===== config.mk =====
export PLATFORM = sky130hd
export DESIGN_NAME = pulse_gen_arbiter
export DESIGN_NICKNAME = d
export VERILOG_FILES = /design/src/rtl/pulse_gen_arbiter.sv
export SDC_FILE = /design/constraint.sdc
export NUM_CORES = 1
export LEC_CHECK = 0
export CAP_MARGIN = 40
export CORE_ASPECT_RATIO = 0.8
export CORE_MARGIN = 1
export CORE_UTILIZATION = 53
export DETAILED_ROUTE_END_ITERATION = 6
export MAX_ROUTING_LAYER = met4
export PLACE_DENSITY = 0.94
export SKIP_LAST_GASP = 1
export SLEW_MARGIN = 25
export SYNTH_ARGS = -nofsm -noshare
export SYNTH_HDL_FRONTEND = slang
export SYNTH_SLANG_ARGS = --single-unit

===== constraint.sdc =====
create_clock -name clk -period 5.3 [get_ports clk]
set_input_delay 1.06 -clock clk [delete_from_list [all_inputs] [get_ports clk]]
set_output_delay 1.06 -clock clk [all_outputs]
set_load 0.005 [all_outputs]

===== src/rtl/pulse_gen_arbiter.sv =====
// pulse_gen_arbiter
//   Shares one pulse generator between NREQ requesters. Each requester asks
//   for a burst of N pulses at its own freq setting; the arbiter grants the
//   generator round-robin, drives its num/freq/enable, counts the returned
//   rising edges to detect burst completion and reports done (or done+err on
//   a watchdog timeout) back to the granted requester.
//
// Ports
//   clk       system clock, rising edge
//   rstn      asynchronous active-low reset
//   req       per-requester level request, held until done/err
//   req_num   per-requester pulse count, slice i = [i*NUM_W +: NUM_W]
//   req_freq  per-requester freq setting, slice i = [i*FREQ_W +: FREQ_W]
//   gnt       one-hot grant, held through LOAD and RUN
//   done      one-cycle completion strobe to the granted requester
//   err       one-cycle strobe with done when the watchdog expired
//   busy      high whenever the arbiter is not idle
//   pg_en     pulse generator enable (RUN only)
//   pg_num    num latched for the current burst
//   pg_freq   freq latched for the current burst
//   pg_pulse  pulse output returned from the generator
module pulse_gen_arbiter #(
    parameter int NREQ   = 4,
    parameter int NUM_W  = 8,
    parameter int FREQ_W = 4,
    parameter int TO_W   = 12
) (
    input  logic                     clk,
    input  logic                     rstn,
    input  logic [NREQ-1:0]          req,
    input  logic [NREQ*NUM_W-1:0]    req_num,
    input  logic [NREQ*FREQ_W-1:0]   req_freq,
    output logic [NREQ-1:0]          gnt,
    output logic [NREQ-1:0]          done,
    output logic                     err,
    output logic                     busy,
    output logic                     pg_en,
    output logic [NUM_W-1:0]         pg_num,
    output logic [FREQ_W-1:0]        pg_freq,
    input  logic                     pg_pulse
);

    localparam int IW = (NREQ > 1) ? $clog2(NREQ) : 1;
    localparam logic [IW-1:0] LAST_IDX = IW'(NREQ - 1);

    typedef enum logic [1:0] {
        S_IDLE,
        S_LOAD,
        S_RUN,
        S_DONE
    } state_t;

    state_t              state_reg, state_next;
    logic [IW-1:0]       ptr_reg, ptr_next;
    logic [IW-1:0]       win_reg, win_next;
    logic [NUM_W-1:0]    cnt_reg, cnt_next;
    logic [NUM_W-1:0]    pg_num_reg, pg_num_next;
    logic [FREQ_W-1:0]   pg_freq_reg, pg_freq_next;
    logic [TO_W-1:0]     wdog_reg, wdog_next;
    logic                err_reg, err_next;
    logic                pulse_q_reg;

    logic [NUM_W-1:0]    num_arr  [NREQ];
    logic [FREQ_W-1:0]   freq_arr [NREQ];
    logic                found;
    logic [IW-1:0]       pick;
    logic                pulse_edge;
    logic [NUM_W-1:0]    cnt_inc;
    logic [TO_W-1:0]     wdog_inc;
    logic [NREQ-1:0]     win_onehot;

    // Unpack the flat request buses into per-requester fields.
    genvar gi;
    generate
        for (gi = 0; gi < NREQ; gi++) begin : g_slice
            assign num_arr[gi]  = req_num[gi*NUM_W +: NUM_W];
            assign freq_arr[gi] = req_freq[gi*FREQ_W +: FREQ_W];
        end
    endgenerate

    // (base + k) wrapped into 0..NREQ-1 without a general modulo.
    function automatic logic [IW-1:0] rr_idx(input logic [IW-1:0] base, input int k);
        int s;
        s = int'(base) + k;
        if (s >= NREQ) s = s - NREQ;
        return IW'(s);
    endfunction

    // Round-robin search: first set req bit at or above the pointer, wrapping.
    always_comb begin
        found = 1'b0;
        pick  = ptr_reg;
        for (int k = 0; k < NREQ; k++) begin
            if (!found && req[rr_idx(ptr_reg, k)]) begin
                found = 1'b1;
                pick  = rr_idx(ptr_reg, k);
            end
        end
    end

    // The edge register follows pg_pulse every cycle, so a pulse that is
    // already high when RUN begins is seen as "no edge" and never counted.
    assign pulse_edge = (state_reg == S_RUN) && pg_pulse && !pulse_q_reg;
    assign cnt_inc    = cnt_reg + NUM_W'(1);
    assign wdog_inc   = wdog_reg + TO_W'(1);

    always_comb begin
        state_next   = state_reg;
        ptr_next     = ptr_reg;
        win_next     = win_reg;
        cnt_next     = cnt_reg;
        wdog_next    = wdog_reg;
        err_next     = err_reg;
        pg_num_next  = pg_num_reg;
        pg_freq_next = pg_freq_reg;
        case (state_reg)
            S_IDLE: begin
                if (found) begin
                    win_next     = pick;
                    pg_num_next  = num_arr[pick];
                    pg_freq_next = freq_arr[pick];
                    cnt_next     = '0;
                    wdog_next    = '0;
                    err_next     = 1'b0;
                    state_next   = S_LOAD;
                end
            end
            S_LOAD: begin
                cnt_next  = '0;
                wdog_next = '0;
                // A zero-length burst completes without ever enabling the generator.
                state_next = (pg_num_reg == '0) ? S_DONE : S_RUN;
            end
            S_RUN: begin
                if (!req[win_reg]) begin
                    // Requester withdrew: silent abort, pointer untouched.
                    state_next = S_IDLE;
                end else if (pulse_edge) begin
                    // An edge always counts as progress, even on the cycle
                    // the watchdog would otherwise have expired.
                    cnt_next  = cnt_inc;
                    wdog_next = '0;
                    if (cnt_inc == pg_num_reg) state_next = S_DONE;
                end else begin
                    wdog_next = wdog_inc;
                    if (wdog_inc == '1) begin
                        err_next   = 1'b1;
                        state_next = S_DONE;
                    end
                end
            end
            S_DONE: begin
                ptr_next   = (win_reg == LAST_IDX) ? '0 : win_reg + IW'(1);
                state_next = S_IDLE;
            end
            default: state_next = S_IDLE;
        endcase
    end

    always_ff @(posedge clk or negedge rstn) begin
        if (!rstn) begin
            state_reg   <= S_IDLE;
            ptr_reg     <= '0;
            win_reg     <= '0;
            cnt_reg     <= '0;
            wdog_reg    <= '0;
            err_reg     <= 1'b0;
            pg_num_reg  <= '0;
            pg_freq_reg <= '0;
            pulse_q_reg <= 1'b0;
        end else begin
            state_reg   <= state_next;
            ptr_reg     <= ptr_next;
            win_reg     <= win_next;
            cnt_reg     <= cnt_next;
            wdog_reg    <= wdog_next;
            err_reg     <= err_next;
            pg_num_reg  <= pg_num_next;
            pg_freq_reg <= pg_freq_next;
            pulse_q_reg <= pg_pulse;
        end
    end

    // Outputs decode straight from the state register, so reset clears them
    // (including pg_en) without waiting for a clock edge.
    assign win_onehot = {{(NREQ-1){1'b0}}, 1'b1} << win_reg;
    assign busy    = (state_reg != S_IDLE);
    assign pg_en   = (state_reg == S_RUN);
    assign gnt     = ((state_reg == S_LOAD) || (state_reg == S_RUN)) ? win_onehot : '0;
    assign done    = (state_reg == S_DONE) ? win_onehot : '0;
    assign err     = (state_reg == S_DONE) && err_reg;
    assign pg_num  = pg_num_reg;
    assign pg_freq = pg_freq_reg;

endmodule

# ---- Word level (Yosys, flattened, before mapping)
# Index checks and enable logic that the tools add are counted.
dict set report totals {
  ff_bits 40
  out_inout_bits 23
  elab_cells 116
  inputBits 55
}
dict set report op_classes {
  bitwise 1
  magnitude_cmp 10
  shift 1
  reduce_logical 21
  n_mux 51
  add_sub_neg 10
  n_eq_ne 13
}
# op n
set op_table {}
lappend op_table {{8-bit 2-to-1 mux} 5}
lappend op_table {{12-bit 2-to-1 mux} 3}
lappend op_table {{12-bit case mux with 3 select lines} 1}
lappend op_table {{2-bit 2-to-1 mux} 14}
lappend op_table {{8-bit case mux with 3 select lines} 1}
lappend op_table {{8-bit binary-select mux with 2-bit select} 1}
lappend op_table {{4-bit 2-to-1 mux} 4}
lappend op_table {{2-bit by 3-bit less-than comparator with 1-bit output (second input constant)} 5}
lappend op_table {{1-bit 2-to-1 mux} 14}
lappend op_table {{12-bit by 1-bit adder with 12-bit output (second input constant)} 1}
lappend op_table {{12-bit equality test (second input constant)} 1}
lappend op_table {{3-bit greater-or-equal comparator (second input constant)} 4}
lappend op_table {{1-bit binary-select mux with 2-bit select} 5}
lappend op_table {{8-bit by 1-bit adder with 8-bit output (second input constant)} 1}
lappend op_table {{4-bit binary-select mux with 2-bit select} 1}
lappend op_table {{8-bit equality test} 1}
lappend op_table {{8-bit logical NOT} 1}
lappend op_table {{4-bit by 3-bit != test with 1-bit output (second input constant)} 2}
lappend op_table {{2-bit case mux with 4 select lines} 1}
lappend op_table {{2-bit by 1-bit subtractor with 2-bit output (second input constant)} 4}
lappend op_table {{2-bit by 2-bit adder with 3-bit output (second input constant)} 2}
lappend op_table {{2-bit equality test (second input constant)} 3}
lappend op_table {{1-bit logical AND} 6}
lappend op_table {{2-bit by 1-bit != test with 1-bit output (second input constant)} 3}
lappend op_table {{other kinds (17)} 23}

# ---- Longest topological paths before layout
dict set report depth {
  ltp_word 18
  depth_mapped 9
  depth_no_buf 8
}

# ---- Least setup slack after synthesis
# No wires, ideal clock.
dict set report synth_timing {
  path_type {input-to-reg}
  start {input port req[0]}
  end {register wdog_reg[5]}
  path_stages 6
  setup_ns 0.104
  n_path_buf 1
  path_slack_ns 2.732
  arrival_ns 2.465
  t_required_ns 5.196
  path_cell_list {or4_1 nor2_1 a211o_1 clkbuf_1 o21ai_0 o41ai_2}
}
dict set report synth_between {
  elab_chain_len 14
  elab_cells_between_ends 23
  classes_between {eq/ne: 2; mux: 14; reduce/logical: 7}
}
# item line
set synth_lines {}
lappend synth_lines {{from (decl)} 30} ;# input logic [NREQ-1:0] req,
lappend synth_lines {{1-bit binary-select mux with 2-bit select} 94} ;# if (!found && req[rr_idx(ptr_reg, k)]) begin
lappend synth_lines {{1-bit 2-to-1 mux (implied by the code)} 94}
lappend synth_lines {{1-bit 2-to-1 mux} 94}
lappend synth_lines {{1-bit logical NOT} 94}
lappend synth_lines {{1-bit logical AND} 94}
lappend synth_lines {{1-bit 2-to-1 mux} 94}
lappend synth_lines {{1-bit logical NOT} 94}
lappend synth_lines {{1-bit logical AND} 94}
lappend synth_lines {{1-bit 2-to-1 mux} 94}
lappend synth_lines {{1-bit logical NOT} 94}
lappend synth_lines {{1-bit logical AND} 94}
lappend synth_lines {{1-bit 2-to-1 mux} 94}
lappend synth_lines {{2-bit != test (no line)} -}
lappend synth_lines {{3-bit AND reduction (no line) (*)} -}
lappend synth_lines {{to (signal assigned)} 176} ;# wdog_reg <= wdog_next;
lappend synth_lines {{to (decl)} 59} ;# logic [TO_W-1:0] wdog_reg, wdog_next;
# Every way passes the cells marked *; elsewhere a longest branch is shown, timed or not. The select of a mux whose other input is x is not followed.
# A chain may end at the register's enable or synchronous reset.

# ---- Final worst setup path
dict set report layout_timing {
  start {input port req[1]}
  end {register wdog_reg[9]}
}
# The elaborated chain is that of the path after synthesis.

==> flow_metrics.env <==
export IMPL_worstPathCellList="clkdlybuf4s50_1 -> or4_1 -> nor2_1 -> a211o_1 -> or2_1 -> nand2b_1 -> o21ai_1"
export IMPL_port_buffers=77
export IMPL_drt_antenna_violating_nets=0
export IMPL_rows=23
export IMPL_drv_slew=0
export IMPL_dr_pass1_iters=5
export IMPL_stdcell_count=461
export IMPL_slew_headroom=0.541
export IMPL_vdd_ir_drop_max_v=0.000283
export IMPL_io_pin_count=78
export IMPL_pwr_density_cell_nw_per_um2=426
export IMPL_cts_sinks=40
export IMPL_initialDrtViolationCount=157
export IMPL_worstSetupEndpointType="flip-flop"
export IMPL_post_cts_resized=0
export IMPL_die_h_um=68.4
export IMPL_rsz0062_at_grt="no"
export IMPL_fillers=361
export IMPL_synth_edf_count=0
export IMPL_drv_cap=0
export IMPL_post_cts_buffers=0
export IMPL_clk_insertion_delay_late_ps=300
export IMPL_leakage_nw=1.63
export IMPL_hold_violations=0
export IMPL_avgSynthCellArea_sq_um=8.97
export IMPL_ys_warnings_count=0
export IMPL_max_stage_delay_ps=580
export IMPL_cts_buffers_inserted=5
export IMPL_placed_cells=452
export IMPL_h_tree_depth=2
export IMPL_drt_total_wl_mm=7.98
export IMPL_cp_data_required_time_ps=5490
export IMPL_cts_hold_buffers=0
export IMPL_ys_types=50
export IMPL_synthCells=326
export IMPL_period_share=0.623
export IMPL_worstPathArrival_ps=3500
export IMPL_worstMarginPinSlew_ps=689
export IMPL_final_setup_tns_ps=0
export IMPL_grt_pass1_vias=2768
export IMPL_root_buffer="clkbuf_8"
export IMPL_insertedDiodeCount=0
export IMPL_antenna_found_initial=0
export IMPL_pre_cts_ws_ps=1680
export IMPL_largest_reg_flops=12
export IMPL_initial_core_util=0.567
export IMPL_overflow=0
export IMPL_drc_errors=0
export IMPL_cp_max_fo=16
export IMPL_hp_class="flip-flop to flip-flop"
export IMPL_place_congestion=0.873
export IMPL_max_freq_mhz=303
export IMPL_start_kind="input port"
export IMPL_dr_total_vias=2833
export IMPL_grt_usage=0.304
export IMPL_grt_pass1_wl_mm=13.1
export IMPL_nNetsFinal=466
export IMPL_setup_violations=0
export IMPL_syn_nets=394
export IMPL_path_clk_slew_ps=90
export IMPL_grt_start_max_net_pins=29
export IMPL_drive_gt1_frac=0.0852
export IMPL_clock_skew_ps=10.8
export IMPL_power_mw=1.63
export IMPL_setup_slack_ps=2000
export IMPL_cts_tree="done"
export IMPL_hold_slack_ps=500
export IMPL_area_growth_pct=31.0
export IMPL_wl_per_cell_um=17.3
export IMPL_dieWidth_um=85.0
export IMPL_ys_ff_latch=40
export IMPL_dp_hpwl_mm=5.98
export IMPL_syn_area_sq_um=2920
export IMPL_clk_path_buf_depth=2
export IMPL_layout_min_cycle_time_ps=3300
export IMPL_coreArea_sq_um=5150
export IMPL_path_class="input port to flip-flop"
export IMPL_viasPerCell=6.15
export IMPL_ys_flop_type="dfrtp_1"
export IMPL_synthArstFlopShare=1.00
export IMPL_outcome="finished clean"
export IMPL_ys_seq_area_frac=0.342
export IMPL_crit_slowest_cell="or4_1"
export IMPL_die_area_sq_um=5820
==> layer usage <==
metal  vias to the layer above  wire (um)  track usage
met2                       134       3980        0.536
li1                       1317          -            -
met3                        33        511       0.0615
met4                         0        306        0.138
met5                         -          0            -
met1                      1349       3190        0.342
==> area by class of cell <==
cell class              count  area [sq um]  area share
clock buffers               7          86.3      0.0226
flip-flops and latches     40          1000       0.262
multi-input cells         261          1810       0.473
repair buffers             80           808       0.211
well taps                  62          77.6      0.0203
clock inverters             1          7.51     0.00196
inverters                  10          37.5     0.00981
==> worst max-delay path: cells and delay by family <==
kind	cells	cell delay (ps)
simple gates	4	1440
compound gates	2	500
buf+inv	1	490
==> through the flow <==
step           cell area (sq um)   util
3_5_place_dp                3720  0.722
3_3_place_gp                3700  0.718
5_1_grt                     3830  0.743
6_report                    3830  0.743
2_1_floorplan               2920      -
4_1_cts                     3810  0.740
==> cell families after synthesis <==
group | Yosys count | share of synthesized area
and+or+nand+nor | 114 | 0.198
AOI/OAI and AO/OA | 80 | 0.175
muxes | 41 | 0.151
DFF | 40 | 0.342
buffers and inverters | 25 | 0.0385
xor gates and xnor gates | 13 | 0.0390
adders and majority gates | 13 | 0.0557
==> power breakdown <==
| group | total (mW) | switching (mW) | internal, mW |
|---|---|---|---|
| clock | 0.219 | 0.113 | 0.106 |
| sequential | 0.513 | 0.125 | 0.388 |
| combinational | 0.899 | 0.452 | 0.447 |
| total | 1.63 | 0.691 | 0.940 |
==> synth_stat cells, types with 2 or more instances <==
master | count | area [sq um]
o21ai_0 | 41 | 205
dfrtp_1 | 40 | 1000
nand2_1 | 35 | 131
mux2i_1 | 25 | 250
nor2_1 | 19 | 71.3
mux2_2 | 15 | 169
ha_1 | 13 | 163
and2_1 | 11 | 68.8
nand3_1 | 11 | 55.1
a21oi_1 | 10 | 50.1
clkbuf_1 | 9 | 33.8
inv_1 | 9 | 33.8
nor2b_1 | 8 | 50.1
o31ai_1 | 7 | 52.6
xor2_1 | 7 | 61.3
nor3_1 | 6 | 30.0
xnor2_1 | 6 | 52.6
and4_1 | 3 | 26.3
buf_2 | 3 | 15.0
nand2b_1 | 3 | 18.8
nand3b_1 | 3 | 22.5
o41ai_2 | 3 | 48.8
a2111oi_0 | 2 | 17.5
a211o_1 | 2 | 17.5
a21boi_0 | 2 | 15.0
a22o_1 | 2 | 17.5
buf_4 | 2 | 15.0
nand4_1 | 2 | 12.5
o2111ai_1 | 2 | 17.5
o22ai_1 | 2 | 12.5
or2_2 | 2 | 12.5
or3_1 | 2 | 12.5
or4_1 | 2 | 15.0
==> path summary, 6_finish.rpt <==
kind                            depth (start not counted)  slack, ps                      from                        to
worst max-delay path                                    7       2000                    req[1]   wdog_reg[9]$_DFFE_PN0P_
worst min-delay path                                    2        500    pg_freq[1]$_DFFE_PN0P_    pg_freq[1]$_DFFE_PN0P_
worst max register to register                          7       2630  state_reg[0]$_DFFE_PN0P_  state_reg[0]$_DFFE_PN0P_
worst min register to register                          2        500    pg_freq[1]$_DFFE_PN0P_    pg_freq[1]$_DFFE_PN0P_
max in group asynchronous                               2       4140                      rstn  wdog_reg[11]$_DFFE_PN0P_
min in group asynchronous                               1        680                      rstn    ptr_reg[1]$_DFFE_PN0P_
==> cells in the final DEF (no fill, tap or decap), types with 7 or more instances in the layout <==
| master | instances |
|---|---|
| clkdlybuf4s50_1 | 76 |
| o21ai_0 | 41 |
| dfrtp_1 | 40 |
| nand2_1 | 35 |
| mux2i_1 | 25 |
| nor2_1 | 19 |
| mux2_2 | 15 |
| ha_1 | 13 |
| and2_1 | 11 |
| nand3_1 | 11 |
| a21oi_1 | 10 |
| inv_1 | 9 |
| nor2b_1 | 8 |
| o31ai_1 | 7 |
| xor2_1 | 7 |
Note: power is estimated with default switching activity, not from simulation.
